[src/rtl/pipe_chain_pkg.sv]
// pipe_chain_pkg
//   Shared types for the parametrised pipeline skeleton.
//   - PIPE_STAGE_T(PW, DW)    : packed stage record {valid, pc, data}. It is
//                               a macro because the widths are parameters of
//                               the modules that use it.
//   - PIPE_STAGE_ZERO(PW, DW) : all-zero stage record (the flush and bubble value).
//   - flush_prio_e            : encoding of the FLUSH_WINS parameter.
//   - hold_bubble()           : bubble-insert condition between two adjacent stages.

`ifndef PIPE_CHAIN_PKG_SV
`define PIPE_CHAIN_PKG_SV

`define PIPE_STAGE_T(PW, DW) struct packed { logic valid; logic [(PW)-1:0] pc; logic [(DW)-1:0] data; }
`define PIPE_STAGE_ZERO(PW, DW) '{valid: 1'b0, pc: {(PW){1'b0}}, data: {(DW){1'b0}}}

package pipe_chain_pkg;

   // Which request wins when a stage sees stall and flush in the same cycle.
   typedef enum logic {
      PRIO_STALL = 1'b0,
      PRIO_FLUSH = 1'b1
   } flush_prio_e;

   // A stage that is not held gets a bubble when the stage feeding it is held.
   // Otherwise the held upstream content would be duplicated downstream.
   function automatic logic hold_bubble(input logic hold_up, input logic hold_here);
      return hold_up & ~hold_here;
   endfunction

endpackage

`endif

[src/rtl/pipe_stage_reg.sv]
// pipe_stage_reg
//   One pipeline stage register holding valid, pc and payload.
//   Ports:
//     clk, rst                  clock, asynchronous active-high reset
//     hold                      keep the current contents
//     flush                     load the zero record
//     bubble                    load the zero record instead of the source
//                               (only meaningful when not held)
//     src_valid/src_pc/src_data incoming record from the previous stage or fetch
//     valid/pc/data             registered stage contents
//   FLUSH_WINS selects whether hold or flush is checked first.

module pipe_stage_reg
   import pipe_chain_pkg::*;
#(
   parameter int PC_W       = 8,
   parameter int DATA_W     = 16,
   parameter int FLUSH_WINS = 0
) (
   input  logic              clk,
   input  logic              rst,
   input  logic              hold,
   input  logic              flush,
   input  logic              bubble,
   input  logic              src_valid,
   input  logic [PC_W-1:0]   src_pc,
   input  logic [DATA_W-1:0] src_data,
   output logic              valid,
   output logic [PC_W-1:0]   pc,
   output logic [DATA_W-1:0] data
);

   typedef `PIPE_STAGE_T(PC_W, DATA_W) stage_t;

   localparam stage_t      STAGE_ZERO = `PIPE_STAGE_ZERO(PC_W, DATA_W);
   localparam flush_prio_e PRIO       = (FLUSH_WINS != 0) ? PRIO_FLUSH : PRIO_STALL;

   stage_t src;
   stage_t load;
   stage_t nxt;
   stage_t q;

   assign src  = '{valid: src_valid, pc: src_pc, data: src_data};
   assign load = bubble ? STAGE_ZERO : src;

   always_comb begin
      nxt = q;
      if (PRIO == PRIO_FLUSH) begin
         if (flush) begin
            nxt = STAGE_ZERO;
         end else if (!hold) begin
            nxt = load;
         end
      end else begin
         if (hold) begin
            nxt = q;
         end else if (flush) begin
            nxt = STAGE_ZERO;
         end else begin
            nxt = load;
         end
      end
   end

   always_ff @(posedge clk or posedge rst) begin
      if (rst) begin
         q <= STAGE_ZERO;
      end else begin
         q <= nxt;
      end
   end

   assign valid = q.valid;
   assign pc    = q.pc;
   assign data  = q.data;

endmodule

[src/rtl/pipe_chain_n.sv]
// pipe_chain_n
//   Parametrised in-order pipeline control skeleton with a PC generator.
//   Ports:
//     clk, rst          clock, asynchronous active-high reset
//     stall_pc_i        hold the PC
//     stall_i[k]        stall request for stage k; it propagates upstream
//     flush_i[k]        flush request for stage k
//     fetch_valid_i     fetch_data_i (fetched at pc_o) is valid
//     redirect_i        redirect from the REDIRECT_STAGE resolver, with redirect_pc_i
//     pc_o              current PC
//     hold_o            effective per-stage hold (combinational)
//     stage_valid_o     per-stage valid
//     stage_pc_o        stage k at [k*PC_W +: PC_W]
//     stage_data_o      stage k at [k*DATA_W +: DATA_W]
//     retire_valid_o    last stage valid and leaving (combinational)
//     retire_count_o    retired-instruction count, wraps at 2^CNT_W

module pipe_chain_n
   import pipe_chain_pkg::*;
#(
   parameter int STAGES         = 5,
   parameter int PC_W           = 8,
   parameter int DATA_W         = 16,
   parameter int PC_WRAP        = 10,
   parameter int REDIRECT_STAGE = 2,
   parameter int FLUSH_WINS     = 0,
   parameter int CNT_W          = 16
) (
   input  logic                     clk,
   input  logic                     rst,
   input  logic                     stall_pc_i,
   input  logic [STAGES-1:0]        stall_i,
   input  logic [STAGES-1:0]        flush_i,
   input  logic                     fetch_valid_i,
   input  logic [DATA_W-1:0]        fetch_data_i,
   input  logic                     redirect_i,
   input  logic [PC_W-1:0]          redirect_pc_i,
   output logic [PC_W-1:0]          pc_o,
   output logic [STAGES-1:0]        hold_o,
   output logic [STAGES-1:0]        stage_valid_o,
   output logic [STAGES*PC_W-1:0]   stage_pc_o,
   output logic [STAGES*DATA_W-1:0] stage_data_o,
   output logic                     retire_valid_o,
   output logic [CNT_W-1:0]         retire_count_o
);

   localparam logic [PC_W-1:0] PC_WRAP_V = PC_W'(PC_WRAP);

   logic [STAGES-1:0] hold;
   logic [STAGES-1:0] fl;
   logic [STAGES-1:0] bubble;
   logic [STAGES-1:0] valid_q;
   logic [PC_W-1:0]   pc_s   [STAGES];
   logic [DATA_W-1:0] data_s [STAGES];
   logic              redirect_acc;
   logic [PC_W-1:0]   pc_q;
   logic [CNT_W-1:0]  retire_cnt_q;

   // A stall anywhere freezes that stage and everything younger than it.
   always_comb begin
      hold = '0;
      hold[STAGES-1] = stall_i[STAGES-1];
      for (int k = STAGES - 2; k >= 0; k--) begin
         hold[k] = stall_i[k] | hold[k+1];
      end
   end

   // A redirect cannot be taken while its resolving stage is frozen. The
   // requester keeps redirect_i up until it is taken.
   assign redirect_acc = redirect_i & ~hold[REDIRECT_STAGE];

   for (genvar k = 0; k < STAGES; k++) begin : g_stage
      logic              src_valid;
      logic [PC_W-1:0]   src_pc;
      logic [DATA_W-1:0] src_data;

      if (k < REDIRECT_STAGE) begin : g_redir_flush
         assign fl[k] = flush_i[k] | redirect_acc;
      end else begin : g_plain_flush
         assign fl[k] = flush_i[k];
      end

      if (k == 0) begin : g_head
         assign src_valid = fetch_valid_i;
         assign src_pc    = pc_q;
         assign src_data  = fetch_data_i;
         assign bubble[k] = 1'b0;
      end else begin : g_body
         assign src_valid = valid_q[k-1];
         assign src_pc    = pc_s[k-1];
         assign src_data  = data_s[k-1];
         assign bubble[k] = hold_bubble(hold[k-1], hold[k]);
      end

      pipe_stage_reg #(
         .PC_W       (PC_W),
         .DATA_W     (DATA_W),
         .FLUSH_WINS (FLUSH_WINS)
      ) u_stage (
         .clk       (clk),
         .rst       (rst),
         .hold      (hold[k]),
         .flush     (fl[k]),
         .bubble    (bubble[k]),
         .src_valid (src_valid),
         .src_pc    (src_pc),
         .src_data  (src_data),
         .valid     (valid_q[k]),
         .pc        (pc_s[k]),
         .data      (data_s[k])
      );

      assign stage_pc_o[k*PC_W +: PC_W]       = pc_s[k];
      assign stage_data_o[k*DATA_W +: DATA_W] = data_s[k];
   end

   // The redirect target is taken as-is. If it lies above PC_WRAP, the wrap
   // compare never matches and the PC wraps naturally at 2^PC_W.
   always_ff @(posedge clk or posedge rst) begin
      if (rst) begin
         pc_q <= '0;
      end else if (redirect_acc) begin
         pc_q <= redirect_pc_i;
      end else if (stall_pc_i | hold[0]) begin
         pc_q <= pc_q;
      end else if (pc_q == PC_WRAP_V) begin
         pc_q <= '0;
      end else begin
         pc_q <= pc_q + PC_W'(1);
      end
   end

   assign retire_valid_o = valid_q[STAGES-1] & ~hold[STAGES-1];

   always_ff @(posedge clk or posedge rst) begin
      if (rst) begin
         retire_cnt_q <= '0;
      end else if (retire_valid_o) begin
         retire_cnt_q <= retire_cnt_q + CNT_W'(1);
      end
   end

   assign pc_o           = pc_q;
   assign hold_o         = hold;
   assign stage_valid_o  = valid_q;
   assign retire_count_o = retire_cnt_q;

endmodule

[config.mk]
export PLATFORM = sky130hd
export DESIGN_NAME = pipe_chain_n
export DESIGN_NICKNAME = d
export VERILOG_FILES = /design/src/rtl/pipe_chain_pkg.sv /design/src/rtl/pipe_stage_reg.sv /design/src/rtl/pipe_chain_n.sv
export SDC_FILE = /design/constraint.sdc
export NUM_CORES = 1
export LEC_CHECK = 0
export ABC_CLOCK_PERIOD_IN_PS = 2100
export CELL_PAD_IN_SITES_DETAIL_PLACEMENT = 0
export CELL_PAD_IN_SITES_GLOBAL_PLACEMENT = 2
export CORE_MARGIN = 2
export CORE_UTILIZATION = 31
export DETAILED_ROUTE_END_ITERATION = 10
export PLACE_DENSITY = 0.89
export SETUP_SLACK_MARGIN = 0.15
export SYNTH_ARGS = -nofsm -noshare
export SYNTH_HDL_FRONTEND = slang
export SYNTH_HIERARCHICAL = 1
export SYNTH_SLANG_ARGS = --single-unit
[constraint.sdc]
create_clock -name clk -period 2.1 [get_ports clk]
set_input_delay 0.525 -clock clk [delete_from_list [all_inputs] [get_ports clk]]
set_output_delay 0.525 -clock clk [all_outputs]
set_load 0.02 [all_outputs]
==> results of run 1 <==
synth_stat cells (2+ instances only):
cell type,instances,area [sq um]
sky130_fd_sc_hd__nor2b_1,126,788
sky130_fd_sc_hd__nand4_1,3,18.8
sky130_fd_sc_hd__o311ai_2,2,32.5
sky130_fd_sc_hd__buf_2,5,25.0
sky130_fd_sc_hd__a22o_1,125,1090
sky130_fd_sc_hd__buf_6,15,169
sky130_fd_sc_hd__nor2_1,6,22.5
sky130_fd_sc_hd__nor3_1,5,25.0
sky130_fd_sc_hd__buf_4,20,150
sky130_fd_sc_hd__nand2_1,9,33.8
sky130_fd_sc_hd__or3_1,3,18.8
sky130_fd_sc_hd__ha_1,3,37.5
sky130_fd_sc_hd__dfrtp_1,149,3730
sky130_fd_sc_hd__nor2_4,5,56.3
sky130_fd_sc_hd__nand3_1,6,30.0
sky130_fd_sc_hd__xnor2_1,8,70.1
sky130_fd_sc_hd__a21o_1,2,15.0
sky130_fd_sc_hd__o21ai_0,2,10.0
sky130_fd_sc_hd__and3_1,4,25.0
sky130_fd_sc_hd__and4_1,2,17.5
sky130_fd_sc_hd__a21oi_1,2,10.0
sky130_fd_sc_hd__inv_1,11,41.3
sky130_fd_sc_hd__nor3_2,2,20.0
sky130_fd_sc_hd__o211ai_1,2,15.0
sky130_fd_sc_hd__xor2_1,7,61.3
sky130_fd_sc_hd__or2_2,4,25.0
sky130_fd_sc_hd__a221o_1,5,50.1
area by class of cell:
cell class	instances	area [sq um]	share of cell area (%)
flip-flops and latches	149	3730	39.1
inverters	12	45.0	0.472
clock inverters	11	146	1.54
repair buffers	226	2100	22.0
well taps	280	350	3.67
clock buffers	21	470	4.93
multi-input cells	352	2690	28.2
repair_timing:
item / CTS / global route
pin swaps: 1 / 3
cloned: 0 / 3
setup endpoints to repair: 225 / 107
hold buffers: 0 / 0
setup buffers: 2 / 1
resized for setup: 146 / 39
power groups by stage:
stage                     Combinational [mW]  Sequential [mW]  Clock, mW
after floorplan                        0.392             3.30          0
after detailed placement               0.954             3.20          0
after global placement                 0.952             3.20          0
after CTS                              0.876             3.15       3.24
after global routing                   0.948             3.18       3.37
final                                  0.877             3.15       3.16
registers in the layout, summed over array words and instances (netlist names):
name,flops
g_stage.u_stage/data,80
g_stage.u_stage/valid,5
pc_o,8
retire_count_o,16
g_stage.u_stage/pc,40
cell usage in the layout (no fill, tap or decap), types with 3 or more instances in the layout:
master,instances
sky130_fd_sc_hd__nor2_4,8
sky130_fd_sc_hd__nor2_1,6
sky130_fd_sc_hd__clkdlybuf4s50_1,41
sky130_fd_sc_hd__bufinv_16,3
sky130_fd_sc_hd__inv_1,11
sky130_fd_sc_hd__or3_1,3
sky130_fd_sc_hd__ha_1,3
sky130_fd_sc_hd__nand2_1,9
sky130_fd_sc_hd__dfrtp_1,149
sky130_fd_sc_hd__a221o_1,5
sky130_fd_sc_hd__clkbuf_8,3
sky130_fd_sc_hd__xor2_1,7
sky130_fd_sc_hd__clkbuf_16,17
sky130_fd_sc_hd__dlymetal6s2s_1,30
sky130_fd_sc_hd__buf_4,33
sky130_fd_sc_hd__clkinv_2,3
sky130_fd_sc_hd__buf_2,5
sky130_fd_sc_hd__and3_1,4
sky130_fd_sc_hd__nor3_2,3
sky130_fd_sc_hd__dlygate4sd2_1,113
sky130_fd_sc_hd__xnor2_1,8
sky130_fd_sc_hd__a22o_1,125
sky130_fd_sc_hd__or2_2,4
sky130_fd_sc_hd__nand4_1,3
sky130_fd_sc_hd__nand3_1,6
sky130_fd_sc_hd__nor2b_1,126
sky130_fd_sc_hd__nor3_1,4
kinds of logic after synthesis:
group | share of synthesized area [%]
flops | 55.1
fa+ha+maj | 0.555
other cells | 0.0554
compound gates | 18.7
buf+inv | 5.75
xor+xnor | 1.94
mux | 0.166
simple gates | 17.7
worst max path at each step:
stage / cells after the start / slack (ns) / endpoint / startpoint
after floorplan: 5 / 0.21 / g_stage[0].u_stage/data[0] / stall_i[3]
after global placement: 4 / -0.73 / hold_o[0] / stall_i[3]
after detailed placement: 4 / -0.70 / hold_o[0] / stall_i[3]
after CTS: 4 / 0.09 / hold_o[0] / stall_i[4]
after global routing: 4 / 0.10 / hold_o[0] / stall_i[4]
final: 4 / 0.16 / hold_o[0] / stall_i[4]
routing by layer:
layer / share of wire, % / wire length, um / GRT usage, % / up-vias
li1: - / - / - / 2413
met4: 1.9 / 343 / 5.65 / 0
met1: 47 / 8430 / 21.2 / 2241
met5: 0 / 0 / 0 / -
met2: 45 / 8130 / 23.2 / 141
met3: 5.5 / 981 / 3.92 / 20
stage by stage:
| stage | area (sq um) | cells | hold slack [ns] | util (%) | setup TNS [ns] |
|---|---|---|---|---|---|
| after CTS | 9400 | 1047 | 0.481 | 43.5 | 0 |
| after detailed placement | 8930 | 1013 | 0.469 | 41.3 | -48.07 |
| final | 9540 | 1051 | 0.479 | 44.1 | 0 |
| after global routing | 9540 | 1051 | 0.486 | 44.1 | 0 |
| after floorplan | 6760 | 550 | 0.494 | - | 0 |
| after global placement | 8930 | 1013 | 0.465 | 41.3 | -49.13 |
==> metrics.log, run 1 <==
INFO  metric cpMostUsedCell = sky130_fd_sc_hd__buf_6
INFO  metric grt.overflow.total = 0
INFO  metric worst_pin_slew = 0.554 ns
INFO  metric cp_slowest_cell = sky130_fd_sc_hd__nor4_4
INFO  metric yosys_warnings = 6
INFO  metric cp_slowest_stage_delay = 0.34 ns
INFO  metric dp.final_hpwl = 13000 um
INFO  metric final_max_slew_viol_count = 0
INFO  metric fillers = 2066
INFO  metric finalWeightedCongestion = 0.841
INFO  metric rsz0062_at_grt = yes
INFO  metric synthesis.nets = 592
INFO  metric io_pins = 194
INFO  metric die_h = 152 um
INFO  metric diodes = 0
INFO  metric number_of_routed_nets_with_antenna_violations = 0
INFO  metric placeableCoreArea = 0.0216 sq mm
INFO  metric total_leakage_power = 5.19 nW
INFO  metric worstReg2RegStart = pc_o[1]
INFO  metric worst_setup_path_end_kind = output port
INFO  metric internal_power = 5.35 mW
INFO  metric first_pass_drt_iterations = 4
INFO  metric synthDistinctLibCells = 44
INFO  metric reg2reg_to = pc_o[6]
INFO  metric fp-row-count = 54
INFO  metric timing.clock.skew = 0.0100 ns
INFO  metric fin_crit_sh = 92.3%
INFO  metric peak_supply_drop = 0.000388 V
INFO  metric edff_count_synth = 0
INFO  metric hold_viol_final = 0
INFO  metric reg2reg_slack = 0.29 ns
INFO  metric portion_of_the_post_synthesis_area_used_by_sequential_elements = 55.1%
INFO  metric final-setup-viol-count = 0
INFO  metric die_w = 152 um
INFO  metric wl = 17900 um
INFO  metric period_needed = 1.94 ns
INFO  metric p_sw_share = 25.5%
INFO  metric numClockSinks = 149
INFO  metric tritoncts = yes
INFO  metric maxClockFrequency = 516 MHz
INFO  metric syn_to_final_growth = 41.0%
INFO  metric netSwitchingPower = 1.83 mW
INFO  metric path_delay_family = simple AND/OR/NAND/NOR gates
INFO  metric place.port_buffers = 193
INFO  metric power.density = 754 mW/mm^2
INFO  metric floorplan.initialDensity = 31.3%
INFO  metric grt_antenna_before_repair = 0
INFO  metric drt_iter0_drc = 136
INFO  metric worst-setup-path-type = input port to output port
INFO  metric syn_avg_cell_area = 12.3 sq um
INFO  metric h-tree-depth = 4
INFO  metric p_comb_share = 12.2%
INFO  metric grt_max_degree = 53
INFO  metric share_of_async_settable_or_async_resettable_flops_after_synthesis = 100%
INFO  metric clock_transition_at_the_registers_of_the_reported_paths = 0.06 ns
INFO  metric worst_slack = 0.162 ns
INFO  metric drive_gt1_share = 12.8%
INFO  metric summed_instance_area_of_the_synthesized_netlist = 0.00676 sq mm
INFO  metric holdPathStages = 1
INFO  metric max-cap-violations = 0
INFO  metric maxSlewHeadroom = 63.0%
INFO  metric fin_total_pwr = 7.19 mW
INFO  metric clk_path_buf_depth = 2
INFO  metric grt_pass1_vias = 4566
INFO  metric hold_start = retire_count_o[15]
INFO  metric cts_inserted_buffers = 17
INFO  metric run_status = finished, final reports clean
INFO  metric worst_ep_required_time = 1.57 ns
INFO  metric dr_total_vias = 4815
INFO  metric arrival = 1.41 ns
INFO  metric power.clock.fraction = 43.9%
INFO  metric postSynthCellCount = 550
INFO  metric path_buf_inv = 2
INFO  metric place_ws = -0.696 ns
INFO  metric global_route_wire_length_before_repair = 26800 um
INFO  metric critPathLaunchType = input port
INFO  metric grt_use_total = 15.3%
INFO  metric worstHoldEndpoint = retire_count_o[15]
INFO  metric rr_worst_depth = 5
INFO  metric yosys_register_bits = 149
INFO  metric largest_fanout_of_any_net_on_the_critical_path = 2
INFO  metric wire_per_inst = 17.0 um
INFO  metric ys.flop_type = sky130_fd_sc_hd__dfrtp_1
INFO  metric drt-vias-per-instance = 4.58
INFO  metric design.final.nets = 800
INFO  metric design.die.area = 0.0230 sq mm
INFO  metric timing.hold.worst.class = flop to flop
INFO  metric critical_path.cell_chain = buf_6, nor4_4, or2b_1, buf_6
INFO  metric clockRootBuffer = sky130_fd_sc_hd__clkbuf_16
INFO  metric power.sequential.fraction = 43.9%
INFO  metric drc_errors = 0
INFO  metric clk-insertion-delay-late = 0.42 ns
(Power assumes the default switching activity.)
==> run 2, diff against run 1 <==
--- a/config.mk
+++ b/config.mk
@@ -13,6 +13,7 @@
 export DETAILED_ROUTE_END_ITERATION = 10
 export PLACE_DENSITY = 0.89
 export SETUP_SLACK_MARGIN = 0.15
+export SLEW_MARGIN = 40
 export SYNTH_ARGS = -nofsm -noshare
 export SYNTH_HDL_FRONTEND = slang
 export SYNTH_HIERARCHICAL = 1
==> results of run 2 <==
No change in the layout: final DEF, timing and power equal those of run 1.
